**src/rtl/chien_forney_ctx_seq_pkg.sv**
```systemverilog
// ---------------------------------------------------------------------------
// ecc_seq_pkg
// Shared types and constants for the Chien/Forney context sequencer.
//   W      : GF symbol width
//   T      : correction capability (sigma has T+1 terms, v has T)
//   ID_W   : codeword tag width
//   CNT_W  : width of degree / correction counts, $clog2(T+1)
//   state_t  : sequencer FSM states
//   ctx_t    : one buffered RiBM result
//   status_t : one per-codeword status record
// ---------------------------------------------------------------------------
package ecc_seq_pkg;

   localparam int W    = 10;
   localparam int T    = 11;
   localparam int ID_W = 4;

   function automatic int cnt_width(input int t);
      return $clog2(t + 1);
   endfunction

   localparam int CNT_W = cnt_width(T);

   typedef enum logic [2:0] {
      IDLE   = 3'd0,
      LOAD   = 3'd1,
      START  = 3'd2,
      RUN    = 3'd3,
      DRAIN  = 3'd4,
      REPORT = 3'd5
   } state_t;

   typedef struct packed {
      logic [T:0][W-1:0]   sigma;
      logic [T-1:0][W-1:0] v;
      logic [CNT_W-1:0]    deg;
      logic [ID_W-1:0]     id;
   } ctx_t;

   typedef struct packed {
      logic [ID_W-1:0]  id;
      logic [CNT_W-1:0] ncorr;
      logic             exceed;
      logic             mismatch;
      logic             timeout;
   } status_t;

endpackage

```
**src/rtl/chien_forney_ctx_seq_fifo.sv**
```systemverilog
// ---------------------------------------------------------------------------
// ecc_ctx_fifo
// Small context FIFO holding RiBM results until the engine is free.
//   clk, rst_n : clock, asynchronous active-low reset (clears storage too)
//   flush      : synchronous clear of pointers/count; beats push and pop
//   push       : write wr_data (ignored when full)
//   wr_data    : payload to write
//   pop        : advance the read pointer (ignored when empty)
//   head       : entry at the read pointer
//   full/empty : occupancy flags
//   count      : number of valid entries, 0..DEPTH
// DEPTH must be a power of two so the pointers wrap by natural overflow.
// ---------------------------------------------------------------------------
module ecc_ctx_fifo
   import ecc_seq_pkg::*;
#(
   parameter int  DEPTH     = 4,
   parameter type payload_t = ctx_t
) (
   input  logic                     clk,
   input  logic                     rst_n,
   input  logic                     flush,
   input  logic                     push,
   input  payload_t                 wr_data,
   input  logic                     pop,
   output payload_t                 head,
   output logic                     full,
   output logic                     empty,
   output logic [$clog2(DEPTH):0]   count
);

   localparam int AW = $clog2(DEPTH);
   localparam logic [AW:0] FULL_CNT = (AW + 1)'(DEPTH);

   payload_t        mem [DEPTH];
   logic [AW-1:0]   wr_ptr;
   logic [AW-1:0]   rd_ptr;
   logic            push_ok;
   logic            pop_ok;

   assign full    = (count == FULL_CNT);
   assign empty   = (count == '0);
   assign push_ok = push & ~full;
   assign pop_ok  = pop & ~empty;
   assign head    = mem[rd_ptr];

   always_ff @(posedge clk or negedge rst_n) begin
      if (!rst_n) begin
         wr_ptr <= '0;
         rd_ptr <= '0;
         count  <= '0;
         for (int i = 0; i < DEPTH; i++) begin
            mem[i] <= '0;
         end
      end else if (flush) begin
         wr_ptr <= '0;
         rd_ptr <= '0;
         count  <= '0;
      end else begin
         if (push_ok) begin
            mem[wr_ptr] <= wr_data;
            wr_ptr      <= wr_ptr + 1'b1;
         end
         if (pop_ok) begin
            rd_ptr <= rd_ptr + 1'b1;
         end
         case ({push_ok, pop_ok})
            2'b10:   count <= count + 1'b1;
            2'b01:   count <= count - 1'b1;
            default: count <= count;
         endcase
      end
   end

endmodule

```
**src/rtl/chien_forney_ctx_seq.sv**
```systemverilog
// ---------------------------------------------------------------------------
// chien_forney_ctx_seq
// Buffers RiBM results and feeds them one at a time to the Chien + Forney
// engine, then returns one in-order status record per codeword.
// Symbol width, T and tag width come from ecc_seq_pkg (they size ctx_t).
// Ports:
//   clk_i, rst_ni            : clock, asynchronous active-low reset
//   flush_i                  : synchronous abort of all contexts
//   in_vld_i / in_rdy_o      : context handshake (sigma, v, deg, id)
//   eng_sigma_o / eng_v_o    : head context towards the engine
//   eng_cw_start_o, eng_sigma_vld_o, eng_start_o : one-cycle engine pulses
//   eng_chien_done_i, eng_ecc_vld_i, eng_exceed_i,
//   eng_recorrect_done_i, eng_corr_i             : engine events
//   st_vld_o / st_rdy_i      : status handshake
//   st_id_o, st_ncorr_o, st_exceed_o, st_mismatch_o, st_timeout_o : status
//   dbg_state_o              : current FSM state
// Handshakes: a transfer happens in a cycle where valid and ready are both
// high at the rising edge; valid-side payload is held stable until then.
// ---------------------------------------------------------------------------
module chien_forney_ctx_seq
   import ecc_seq_pkg::*;
#(
   parameter int CTX_DEPTH   = 4,
   parameter int TIMEOUT_CYC = 64
) (
   input  logic                  clk_i,
   input  logic                  rst_ni,
   input  logic                  flush_i,
   input  logic                  in_vld_i,
   output logic                  in_rdy_o,
   input  logic [T:0][W-1:0]     in_sigma_i,
   input  logic [T-1:0][W-1:0]   in_v_i,
   input  logic [CNT_W-1:0]      in_deg_i,
   input  logic [ID_W-1:0]       in_id_i,
   output logic [T:0][W-1:0]     eng_sigma_o,
   output logic [T-1:0][W-1:0]   eng_v_o,
   output logic                  eng_cw_start_o,
   output logic                  eng_sigma_vld_o,
   output logic                  eng_start_o,
   input  logic                  eng_chien_done_i,
   input  logic                  eng_ecc_vld_i,
   input  logic                  eng_exceed_i,
   input  logic                  eng_recorrect_done_i,
   input  logic                  eng_corr_i,
   output logic                  st_vld_o,
   input  logic                  st_rdy_i,
   output logic [ID_W-1:0]       st_id_o,
   output logic [CNT_W-1:0]      st_ncorr_o,
   output logic                  st_exceed_o,
   output logic                  st_mismatch_o,
   output logic                  st_timeout_o,
   output state_t                dbg_state_o
);

   localparam int AW   = $clog2(CTX_DEPTH);
   localparam int WD_W = $clog2(TIMEOUT_CYC);
   localparam logic [WD_W-1:0]  WD_LAST = WD_W'(TIMEOUT_CYC - 1);
   localparam logic [CNT_W-1:0] NCORR_MAX = CNT_W'(T);
   localparam logic [AW:0]      ONE_CNT = (AW + 1)'(1);

   // ------------------------------------------------------------------
   // Context FIFO
   // ------------------------------------------------------------------
   ctx_t          in_ctx;
   ctx_t          head;
   logic          full;
   logic          empty;
   logic [AW:0]   count;
   logic          push;
   logic          pop;

   assign in_ctx.sigma = in_sigma_i;
   assign in_ctx.v     = in_v_i;
   assign in_ctx.deg   = in_deg_i;
   assign in_ctx.id    = in_id_i;

   assign in_rdy_o = ~full;
   // A push is refused while full even if the head pops this cycle.
   assign push     = in_vld_i & ~full;

   ecc_ctx_fifo #(
      .DEPTH     (CTX_DEPTH),
      .payload_t (ctx_t)
   ) u_fifo (
      .clk     (clk_i),
      .rst_n   (rst_ni),
      .flush   (flush_i),
      .push    (push),
      .wr_data (in_ctx),
      .pop     (pop),
      .head    (head),
      .full    (full),
      .empty   (empty),
      .count   (count)
   );

   // ------------------------------------------------------------------
   // FSM and per-codeword counters
   // ------------------------------------------------------------------
   state_t            state;
   state_t            state_nxt;
   logic [CNT_W-1:0]  ncorr;
   logic [CNT_W-1:0]  ncorr_nxt;
   logic              exceed;
   logic              exceed_nxt;
   logic              rec_seen;
   logic              rec_seen_nxt;
   logic [WD_W-1:0]   wdog;
   logic [WD_W-1:0]   wdog_nxt;
   logic              wdog_hit;
   logic              counting;
   logic              enter_report;
   status_t           status;

   assign st_vld_o = (state == REPORT);
   assign pop      = st_vld_o & st_rdy_i;

   always_comb begin
      state_nxt    = state;
      ncorr_nxt    = ncorr;
      exceed_nxt   = exceed;
      rec_seen_nxt = rec_seen;
      wdog_nxt     = wdog;
      wdog_hit     = 1'b0;
      counting     = 1'b0;
      enter_report = 1'b0;

      case (state)
         IDLE: begin
            // A push this cycle is already visible at the head next cycle.
            if (!empty || push) begin
               state_nxt = LOAD;
            end
         end
         LOAD: begin
            state_nxt = START;
         end
         START: begin
            ncorr_nxt    = '0;
            exceed_nxt   = 1'b0;
            rec_seen_nxt = 1'b0;
            wdog_nxt     = '0;
            state_nxt    = RUN;
         end
         RUN: begin
            counting = 1'b1;
            if (eng_ecc_vld_i && eng_exceed_i) begin
               exceed_nxt = 1'b1;
            end
            if (eng_recorrect_done_i) begin
               rec_seen_nxt = 1'b1;
            end
            if (eng_chien_done_i) begin
               state_nxt = DRAIN;
            end
         end
         DRAIN: begin
            counting = 1'b1;
            if (eng_recorrect_done_i || rec_seen) begin
               state_nxt    = REPORT;
               enter_report = 1'b1;
            end else if (wdog == WD_LAST) begin
               wdog_hit     = 1'b1;
               state_nxt    = REPORT;
               enter_report = 1'b1;
            end else begin
               wdog_nxt = wdog + 1'b1;
            end
         end
         REPORT: begin
            if (st_rdy_i) begin
               // Post-pop occupancy, including a push landing this cycle.
               state_nxt = ((count != ONE_CNT) || push) ? LOAD : IDLE;
            end
         end
         default: begin
            state_nxt = IDLE;
         end
      endcase

      // Corrections accepted on a transition cycle still count.
      if (counting && eng_corr_i && (ncorr != NCORR_MAX)) begin
         ncorr_nxt = ncorr + 1'b1;
      end
   end

   always_ff @(posedge clk_i or negedge rst_ni) begin
      if (!rst_ni) begin
         state    <= IDLE;
         ncorr    <= '0;
         exceed   <= 1'b0;
         rec_seen <= 1'b0;
         wdog     <= '0;
         status   <= '0;
      end else if (flush_i) begin
         state    <= IDLE;
         ncorr    <= '0;
         exceed   <= 1'b0;
         rec_seen <= 1'b0;
         wdog     <= '0;
         status   <= '0;
      end else begin
         state    <= state_nxt;
         ncorr    <= ncorr_nxt;
         exceed   <= exceed_nxt;
         rec_seen <= rec_seen_nxt;
         wdog     <= wdog_nxt;
         if (enter_report) begin
            status.id       <= head.id;
            status.ncorr    <= ncorr_nxt;
            status.exceed   <= exceed_nxt;
            status.mismatch <= (ncorr_nxt != head.deg);
            status.timeout  <= wdog_hit;
         end
      end
   end

   // ------------------------------------------------------------------
   // Outputs (Moore pulses and registered status)
   // ------------------------------------------------------------------
   assign eng_sigma_o     = head.sigma;
   assign eng_v_o         = head.v;
   assign eng_cw_start_o  = (state == LOAD);
   assign eng_sigma_vld_o = (state == LOAD);
   assign eng_start_o     = (state == START);

   assign st_id_o       = status.id;
   assign st_ncorr_o    = status.ncorr;
   assign st_exceed_o   = status.exceed;
   assign st_mismatch_o = status.mismatch;
   assign st_timeout_o  = status.timeout;

   assign dbg_state_o = state;

endmodule

```
**config.mk**
```make
export PLATFORM = sky130hd
export DESIGN_NAME = chien_forney_ctx_seq
export DESIGN_NICKNAME = d
export VERILOG_FILES = /design/src/rtl/chien_forney_ctx_seq_pkg.sv /design/src/rtl/chien_forney_ctx_seq_fifo.sv /design/src/rtl/chien_forney_ctx_seq.sv
export SDC_FILE = /design/constraint.sdc
export NUM_CORES = 1
export LEC_CHECK = 0
export ABC_AREA = 1
export CAP_MARGIN = 20
export CORE_AREA = 2 2 270 272
export CTS_CLUSTER_SIZE = 14
export DETAILED_ROUTE_END_ITERATION = 7
export DIE_AREA = 0 0 272 274
export PLACE_DENSITY_LB_ADDON = 0.25
export SLEW_MARGIN = 20
export SYNTH_ARGS = -nofsm -noshare
export SYNTH_HDL_FRONTEND = slang
export SYNTH_SLANG_ARGS = --single-unit
```
**constraint.sdc**
```tcl
create_clock -name clk_i -period 5.1 [get_ports clk_i]
set_input_delay 1.02 -clock clk_i [delete_from_list [all_inputs] [get_ports clk_i]]
set_output_delay 1.02 -clock clk_i [all_outputs]
set_load 0.05 [all_outputs]
```
# After elaboration in Yosys (flattened, before gate mapping)
# Index checks and enable logic that the tools add are counted.
[totals] ff_bits=985 out_inout_bits=249
[op_classes] n_addsub=6 order_cmp=3 n_eq_ne=19 muxes=41 bitwise_logic=9 reduce_logical=21
[op_table] operator="$bwmux 952" n=1
[op_table] operator="$mux 238" n=3
[op_table] operator="$bmux 238 s2" n=1
[op_table] operator="$demux 238 s2" n=1
[op_table] operator="$mux 11" n=2
[op_table] operator="$mux 3" n=7
[op_table] operator="$mux 6" n=3
[op_table] operator="$pmux 3 s6" n=1
[op_table] operator="$ne 3x3->1 const B" n=5
[op_table] operator="$mux 4" n=3
[op_table] operator="$pmux 6 s2" n=1
[op_table] operator="$mux 1" n=11
[op_table] operator="$eq 3x3->1 const B" n=3
[op_table] operator="$reduce_bool 3->1" n=3
[op_table] operator="$mux 2" n=4
[op_table] operator="$ne 4x4->1 const B" n=2
[op_table] operator="$add 6x1->6 const B" n=1
[op_table] operator="$eq 3x2->1 const B" n=2
[op_table] operator="$eq 6x6->1 const B" n=1
[op_table] operator="$ge 3x3->1 const B" n=2
[op_table] operator="$logic_not 3->1" n=2
[op_table] operator="$not 2->3" n=2
[op_table] operator="$pmux 3 s2" n=1
[op_table] operator="$reduce_bool 2->1" n=3
[op_table] operator="21 further kinds" n=34

# Logic depth before layout (Yosys ltp)
# Gate-level depths: netlist of the first run.
[depth] depth_word=9 ltp_mapped=13 mapped_depth_nobuf=13

# Cells and area by module
# Synthesis of the first run repeated with hierarchy kept, for this count alone.
[hier_totals] cells_unflattened=4916 hier_area_um2=42524.5
[modules_own_cells] mod="ecc_ctx_fifo" n_inst=1 cells_per_inst=4715 area_each_um2=40960.5 seq_area_each_um2=23998.0
[modules_own_cells] mod="chien_forney_ctx_seq" n_inst=1 cells_per_inst=201 area_each_um2=1564.0 seq_area_each_um2=650.6

# Worst setup path before layout of the first run
# No wires, ideal clock.
[synth_timing] path_type="reg2out" start="register state[0], in the netlist dbg_state_o[0]" end="output port eng_sigma_vld_o" arrival_time_ns=2.433 t_required_ns=4.080 slack_ns=1.647 stages_incl_launch_ff=4 path_cell_list="dfrtp_1 > inv_1 > nor3_1 > buf_4"
[synth_via] elab_chain_cells=1
[synth_lines] item="from (decl)" line_no="chien_forney_ctx_seq.sv:100" rtl="state_t state;"
[synth_lines] item="from (signal assigned)" line_no="chien_forney_ctx_seq.sv:203" rtl="state <= state_nxt;"
[synth_lines] item="$eq 3x1->1"
[synth_lines] item="to (decl)" line_no="chien_forney_ctx_seq.sv:38" rtl="output logic eng_sigma_vld_o,"
# Every way passes these cells.

==> flow_metrics.env, run 1 <==
export IMPL_setup_worst_path_end_class="output port"
export IMPL_fin_ws_ns=0.334
export IMPL_syn_cell_area_um2=42700
export IMPL_hold_class="input port to asynchronous set/reset pin"
export IMPL_synth_seq_area_share=0.577
export IMPL_yosysWarnings=0
export IMPL_synth_nets=5180
export IMPL_post_cts_setup_buffer_count=0
export IMPL_max_cap_violations=0
export IMPL_cts_buffer_depth=3
export IMPL_p_per_area_nw_per_um2=513
export IMPL_die_area_um2=74500
export IMPL_rsz0062_at_grt="no"
export IMPL_place_ws_ns=1.04
export IMPL_worstRegToRegCells=9
export IMPL_cts_root_buf="clkbuf_16"
export IMPL_finalSetupTns_ns=0
export IMPL_worst_path_max_fanout=54
export IMPL_clock_sinks=985
export IMPL_numCtsBuffers=98
export IMPL_met2_wirelength_um=54100
export IMPL_synth_top_area_cell="dfrtp_1"
export IMPL_grt_max_degree=223
export IMPL_maxUsedRoutingLayer="met5"
export IMPL_setup_viol=0
export IMPL_grt_pass1_vias=34861
export IMPL_syn2layout_area_growth_pct=19.8
export IMPL_wl_per_cell_um=18.2
export IMPL_status="completed"
export IMPL_antenna_left=0
export IMPL_drtPass1Iterations=6
export IMPL_synth_most_common_cell="o21ai_0"
export IMPL_finalCritPeriodShare=0.934
export IMPL_initial_core_util=0.594
export IMPL_die_width_um=272
export IMPL_clkTransAtPathRegs_ns=0.06
export IMPL_worstPathArrival_ns=3.75
export IMPL_met1_length_um=46300
export IMPL_max_stage_delay_ns=0.86
export IMPL_chipHeight_um=274
export IMPL_synth_top_cell_area_share=0.577
export IMPL_grt_pass1_wl_um=184000
export IMPL_grt_usage=0.303
export IMPL_multi_input_area_um2=15100
export IMPL_final_fill_count=5462
export IMPL_gp_congestion=0.818
export IMPL_synth_area_leaders="dfrtp_1 (58%), o21ai_0 (16%), nand2_1 (9.1%)"
export IMPL_slew_viol_final=0
export IMPL_rows=99
export IMPL_cts_tree="yes"
export IMPL_grt_antenna_before_repair=14
export IMPL_wl_met3_um=8590
export IMPL_synth_cell_type_count=36
export IMPL_worst_setup_path_type="register to output port"
export IMPL_finalHoldViolCount=0
export IMPL_reg2reg_slack_ns=2.45
export IMPL_coreArea_um2=72000
export IMPL_crit_slowest_cell="clkdlybuf4s50_1"
export IMPL_r2r_start="u_fifo.count[0]$_DFFE_PN0P_"
export IMPL_synth_avg_cell_area_um2=8.68
export IMPL_num_vias=36123
export IMPL_crit_chain="inv_6 -> buf_4 -> o21ai_0 -> o22ai_1 -> clkdlybuf4s50_1"
export IMPL_slew_headroom=0.219
export IMPL_synth_ff_type="dfrtp_1"
export IMPL_drc_errors=0
export IMPL_reg2reg_to="u_fifo.mem[687]$_DFFE_PN0P_"
export IMPL_viasPerCell=5.77
export IMPL_ioPinCount=497
export IMPL_finalNetCount=5471
export IMPL_regArea_um2=24700
export IMPL_drive_gt1_frac=0.0480
export IMPL_fmax_mhz=210
export IMPL_synth_seq_cells=985
export IMPL_placed_area_um2=47800
export IMPL_worstMarginPinSlew_ns=1.17
export IMPL_h_tree_depth=3
export IMPL_ys_async_sr_fraction=1.00
export IMPL_final_cell_area_um2=51200
export IMPL_grt_overflow_total=0
export IMPL_p_leak_uw=0.0244
export IMPL_wirelength_um=114000
export IMPL_synth_commonest_cells="o21ai_0 (1,333), nand2_1 (1,033), dfrtp_1 (985)"
export IMPL_clk_latency_ns=0.66
export IMPL_dp_hpwl_um=66600
export IMPL_detail_route_iter0_violations=3840
export IMPL_start_kind="register"
export IMPL_netlist_instances=4922
export IMPL_portBuffers=496
export IMPL_skew_ns=0.0194
export IMPL_ir_drop_uv=381
export IMPL_cts_resized=0
export IMPL_synth_edf_count=0
export IMPL_period_needed_ns=4.77
export IMPL_finalCoreUtilization=0.711
export IMPL_required_ns=4.08
export IMPL_hold_buffers=0
-- metal layers --
layer | up-vias | global-route usage
li1 | 16904 | -
met1 | 17574 | 0.402
met2 | 1381 | 0.494
met3 | 254 | 0.0569
met4 | 10 | 0.128
met5 | - | 0
-- layout make-up --
type | instances | share of cell area
sequential | 985 | 0.482
multi-input combinational | 3282 | 0.295
timing repair buffer | 562 | 0.113
clock buffer | 142 | 0.0556
tap | 959 | 0.0234
inverter | 284 | 0.0211
clock inverter | 38 | 0.00985
antenna | 9 | 0.000440
-- cell usage in the layout (no fill, tap or decap), drive strengths merged --
master and count:
clkdlybuf4s50 495, a32o 2, xor2 3, inv 290, a22o 5, ha 10, o221ai 1, nand2 1045
o2111ai 1, nor2 489, o21ai 1443, o211ai 2, xnor2 2, clkinv 20, nor3 8, a31oi 3
nand3b 2, clkinvlp 3, nand4 2, buf 67, o22ai 235, nand3 27, dfrtp 985, clkbuf 142
nor3b 1, bufinv 9, a21oi 1, diode 9
-- flip-flops by register name, indices dropped and copies added, names as in the netlist --
name and cells:
st_mismatch_o 1, rec_seen 1, u_fifo.rd_ptr 2, u_fifo.mem 952
u_fifo.count 3, st_timeout_o 1, st_id_o 4, wdog 6
st_exceed_o 1, dbg_state_o 3, st_ncorr_o 4, ncorr 4
u_fifo.wr_ptr 2, exceed 1
-- where the power goes --
part	internal [µW]	switching [µW]	total (µW)
registers	10400	1350	11700
clock network	4360	3100	7450
logic	2530	4570	7100
-- per-stage QoR --
stage | std cells | power, µW | hold slack (ns)
6_report | 6261 | 26300 | 0.408
5_1_grt | 6260 | 27700 | 0.452
4_1_cts | 6252 | 26400 | 0.422
3_5_place_dp | 6072 | 18800 | 0.467
3_3_place_gp | 6072 | 18600 | 0.455
2_1_floorplan | 4922 | 16300 | 0.448
-- cells by family after synthesis --
family | share of synthesized area
DFF | 0.577
AOI/OAI and AO/OA | 0.206
adders and majority gates | 0.00293
buffers and inverters | 0.0705
and+or+nand+nor | 0.143
xor gates and xnor gates | 0.00102
-- critical path, delay by kind of cell (launching register included) --
kind / cells / cell delay (ns)
AO/OA/AOI/OAI: 2 / 0.44
buffers and inverters: 3 / 1.81
flip-flops: 1 / 0.74
-- worst max path at each step --
stage	from	cells after the start	endpoint	slack, ns
finish	u_fifo.rd_ptr[1]$_DFFE_PN0P_	5	eng_v_o[79]	0.33
global route	u_fifo.rd_ptr[1]$_DFFE_PN0P_	5	eng_v_o[79]	0.18
CTS	u_fifo.rd_ptr[1]$_DFFE_PN0P_	5	eng_v_o[79]	0.35
detailed placement	u_fifo.rd_ptr[1]$_DFFE_PN0P_	5	eng_v_o[79]	1.04
global placement	u_fifo.rd_ptr[1]$_DFFE_PN0P_	5	eng_v_o[98]	1.11
floorplan	dbg_state_o[0]$_DFFE_PN0P_	3	eng_sigma_vld_o	1.65
Note: power is estimated with default switching activity, not from simulation.
==> inputs of run 2 (changes only) <==
--- a/config.mk
+++ b/config.mk
@@ -7,10 +7,10 @@
 export LEC_CHECK = 0
 export ABC_AREA = 1
 export CAP_MARGIN = 20
-export CORE_AREA = 2 2 270 272
+export CORE_AREA = 2 2 293 295
 export CTS_CLUSTER_SIZE = 14
 export DETAILED_ROUTE_END_ITERATION = 7
-export DIE_AREA = 0 0 272 274
+export DIE_AREA = 0 0 295 297
 export PLACE_DENSITY_LB_ADDON = 0.25
 export SLEW_MARGIN = 20
 export SYNTH_ARGS = -nofsm -noshare
==> constraint.sdc (replaced) <==
create_clock -name clk_i -period 4.1 [get_ports clk_i]
set_input_delay 0.82 -clock clk_i [delete_from_list [all_inputs] [get_ports clk_i]]
set_output_delay 0.82 -clock clk_i [all_outputs]
set_load 0.05 [all_outputs]
==> flow_metrics.env, run 2 (synthesis results as in run 1) <==
export IMPL_skew_ns=0.0296
export IMPL_grt_usage=0.265
export IMPL_clk_latency_ns=0.66
export IMPL_numCtsBuffers=104
export IMPL_grt_pass1_wl_um=189000
export IMPL_die_width_um=295
export IMPL_worst_setup_path_type="register to output port"
export IMPL_p_per_area_nw_per_um2=643
export IMPL_multi_input_area_um2=15100
export IMPL_largest_registers="u_fifo.mem: 952 flops, wdog: 6 flops"
export IMPL_dp_hpwl_um=70700
export IMPL_post_cts_setup_buffer_count=0
export IMPL_final_fill_count=7091
export IMPL_max_flop_register="u_fifo.mem"
export IMPL_finalCoreUtilization=0.625
export IMPL_portBuffers=496
export IMPL_worst_path_max_fanout=51
export IMPL_status="completed"
export IMPL_setup_worst_path_end_class="output port"
export IMPL_antenna_left=0
export IMPL_hold_buffers=0
export IMPL_grt_pass1_vias=34538
export IMPL_rsz0062_at_grt="no"
export IMPL_ioPinCount=497
export IMPL_grt_max_degree=128
export IMPL_start_kind="register"
export IMPL_finalCritPeriodShare=0.978
export IMPL_grt_overflow_total=0
export IMPL_largest_register_ffs=952
export IMPL_final_common_cell="o21ai_0"
export IMPL_drive_gt1_frac=0.0843
export IMPL_clkTransAtPathRegs_ns=0.06
export IMPL_r2r_start="u_fifo.count[0]$_DFFE_PN0P_"
export IMPL_finalSetupTns_ns=0
export IMPL_viasPerCell=5.47
export IMPL_detail_route_iter0_violations=2856
export IMPL_finalHoldViolCount=0
export IMPL_cts_buffer_depth=3
export IMPL_syn2layout_area_growth_pct=23.6
export IMPL_slew_viol_final=0
export IMPL_gp_congestion=0.836
export IMPL_chipHeight_um=297
export IMPL_num_vias=35450
export IMPL_cts_tree="yes"
export IMPL_worstMarginPinSlew_ns=0.768
export IMPL_drtPass1Iterations=6
export IMPL_setup_viol=0
export IMPL_die_area_um2=87600
export IMPL_required_ns=3.28
export IMPL_final_cell_mix="o21ai_0 (1,333), nand2_1 (1,033), dfrtp_1 (983)"
export IMPL_crit_start="u_fifo.rd_ptr[1]$_DFFE_PN0P_"
export IMPL_worstPathArrival_ns=3.19
export IMPL_cts_root_buf="clkbuf_16"
export IMPL_hold_class="input port to asynchronous set/reset pin"
export IMPL_rows=107
export IMPL_regArea_um2=24700
export IMPL_p_leak_uw=0.0253
export IMPL_clock_sinks=985
export IMPL_finalNetCount=5486
export IMPL_initial_core_util=0.506
export IMPL_slew_headroom=0.488
export IMPL_h_tree_depth=3
export IMPL_coreArea_um2=84500
export IMPL_drc_errors=0
export IMPL_grt_antenna_before_repair=23
export IMPL_max_cap_violations=0
export IMPL_period_needed_ns=4.01
export IMPL_wl_per_cell_um=18.0
export IMPL_ir_drop_uv=540
export IMPL_wirelength_um=117000
export IMPL_fmax_mhz=249
-- run 2: cell count changes in the layout (fill, tap and decap cells not counted), moves of 3 or more --
cell	change
buf_4	+68
dlymetal6s2s_1	+4
clkdlybuf4s50_1	-179
buf_12	+115
clkbuf_16	+7
clkbuf_8	+3
diode_2	+9
-- run 2: metal layers --
metal | wire length (µm) | up-vias | global-route usage | share of wire
met1 | 49900 | 17175 | 0.364 | 0.43
met5 | 81 | - | 0 | 0.00069
met3 | 7400 | 203 | 0.0465 | 0.063
li1 | - | 16957 | - | -
met4 | 3680 | 12 | 0.103 | 0.032
met2 | 55500 | 1103 | 0.420 | 0.48
-- run 2: stage by stage --
stage               total power [µW]  hold WS [ns]  std cells  worst slack [ns]  cell area [µm²]
global route                   35800        0.0957       6475           0.00139            52800
floorplan                      20300         0.448       4922             0.847            42700
detailed placement             24200         0.464       6266             0.667            49100
CTS                            34100        0.0774       6458            0.0269            52800
finish                         34000        0.0971       6476            0.0900            52800
global placement               23900         0.457       6266             0.730            49100
-- run 2: layout make-up --
type | instances | share of cell area
Antenna cell | 18 | 0.000853
Clock buffer | 154 | 0.0582
Clock inverter | 38 | 0.0104
Inverter | 284 | 0.0206
Multi-Input combinational cell | 3282 | 0.286
Sequential cell | 985 | 0.467
Tap cell | 1144 | 0.0271
Timing Repair Buffer | 571 | 0.130
-- run 2: path summary, 6_finish.rpt --
| path | end | slack (ns) | depth (start not counted) |
|---|---|---|---|
| max in group asynchronous | u_fifo.mem[19]$_DFFE_PN0P_ | 2.73 | 3 |
| setup / recovery | eng_v_o[97] | 0.09 | 4 |
| hold reg to reg | st_exceed_o$_DFFE_PN0P_ | 0.47 | 2 |
| setup reg to reg | u_fifo.mem[137]$_DFFE_PN0P_ | 1.57 | 8 |
| min in group clk_i | st_exceed_o$_DFFE_PN0P_ | 0.47 | 2 |
| hold / removal | u_fifo.mem[90]$_DFFE_PN0P_ | 0.1 | 1 |
-- run 2: power by group --
part	internal (µW)	total (µW)	leakage [µW]	switching [µW]
logic	3730	9560	0.0108	5830
registers	12900	14600	0.0127	1660
clock network	5840	9820	0.00179	3980
-- run 2: repair_timing --
action / CTS / global route
gates resized for setup: 1 / 5
pin swaps: 0 / 0
endpoints found under the hold margin: 0 / 0
setup endpoints to repair: 2 / 22
-- run 2: critical path: stages (launching register included) --
cell and delay [ns]:
dfrtp_4 0.91, buf_4 0.39, o21ai_0 0.14, o22ai_1 0.23, clkdlybuf4s50_1 0.85
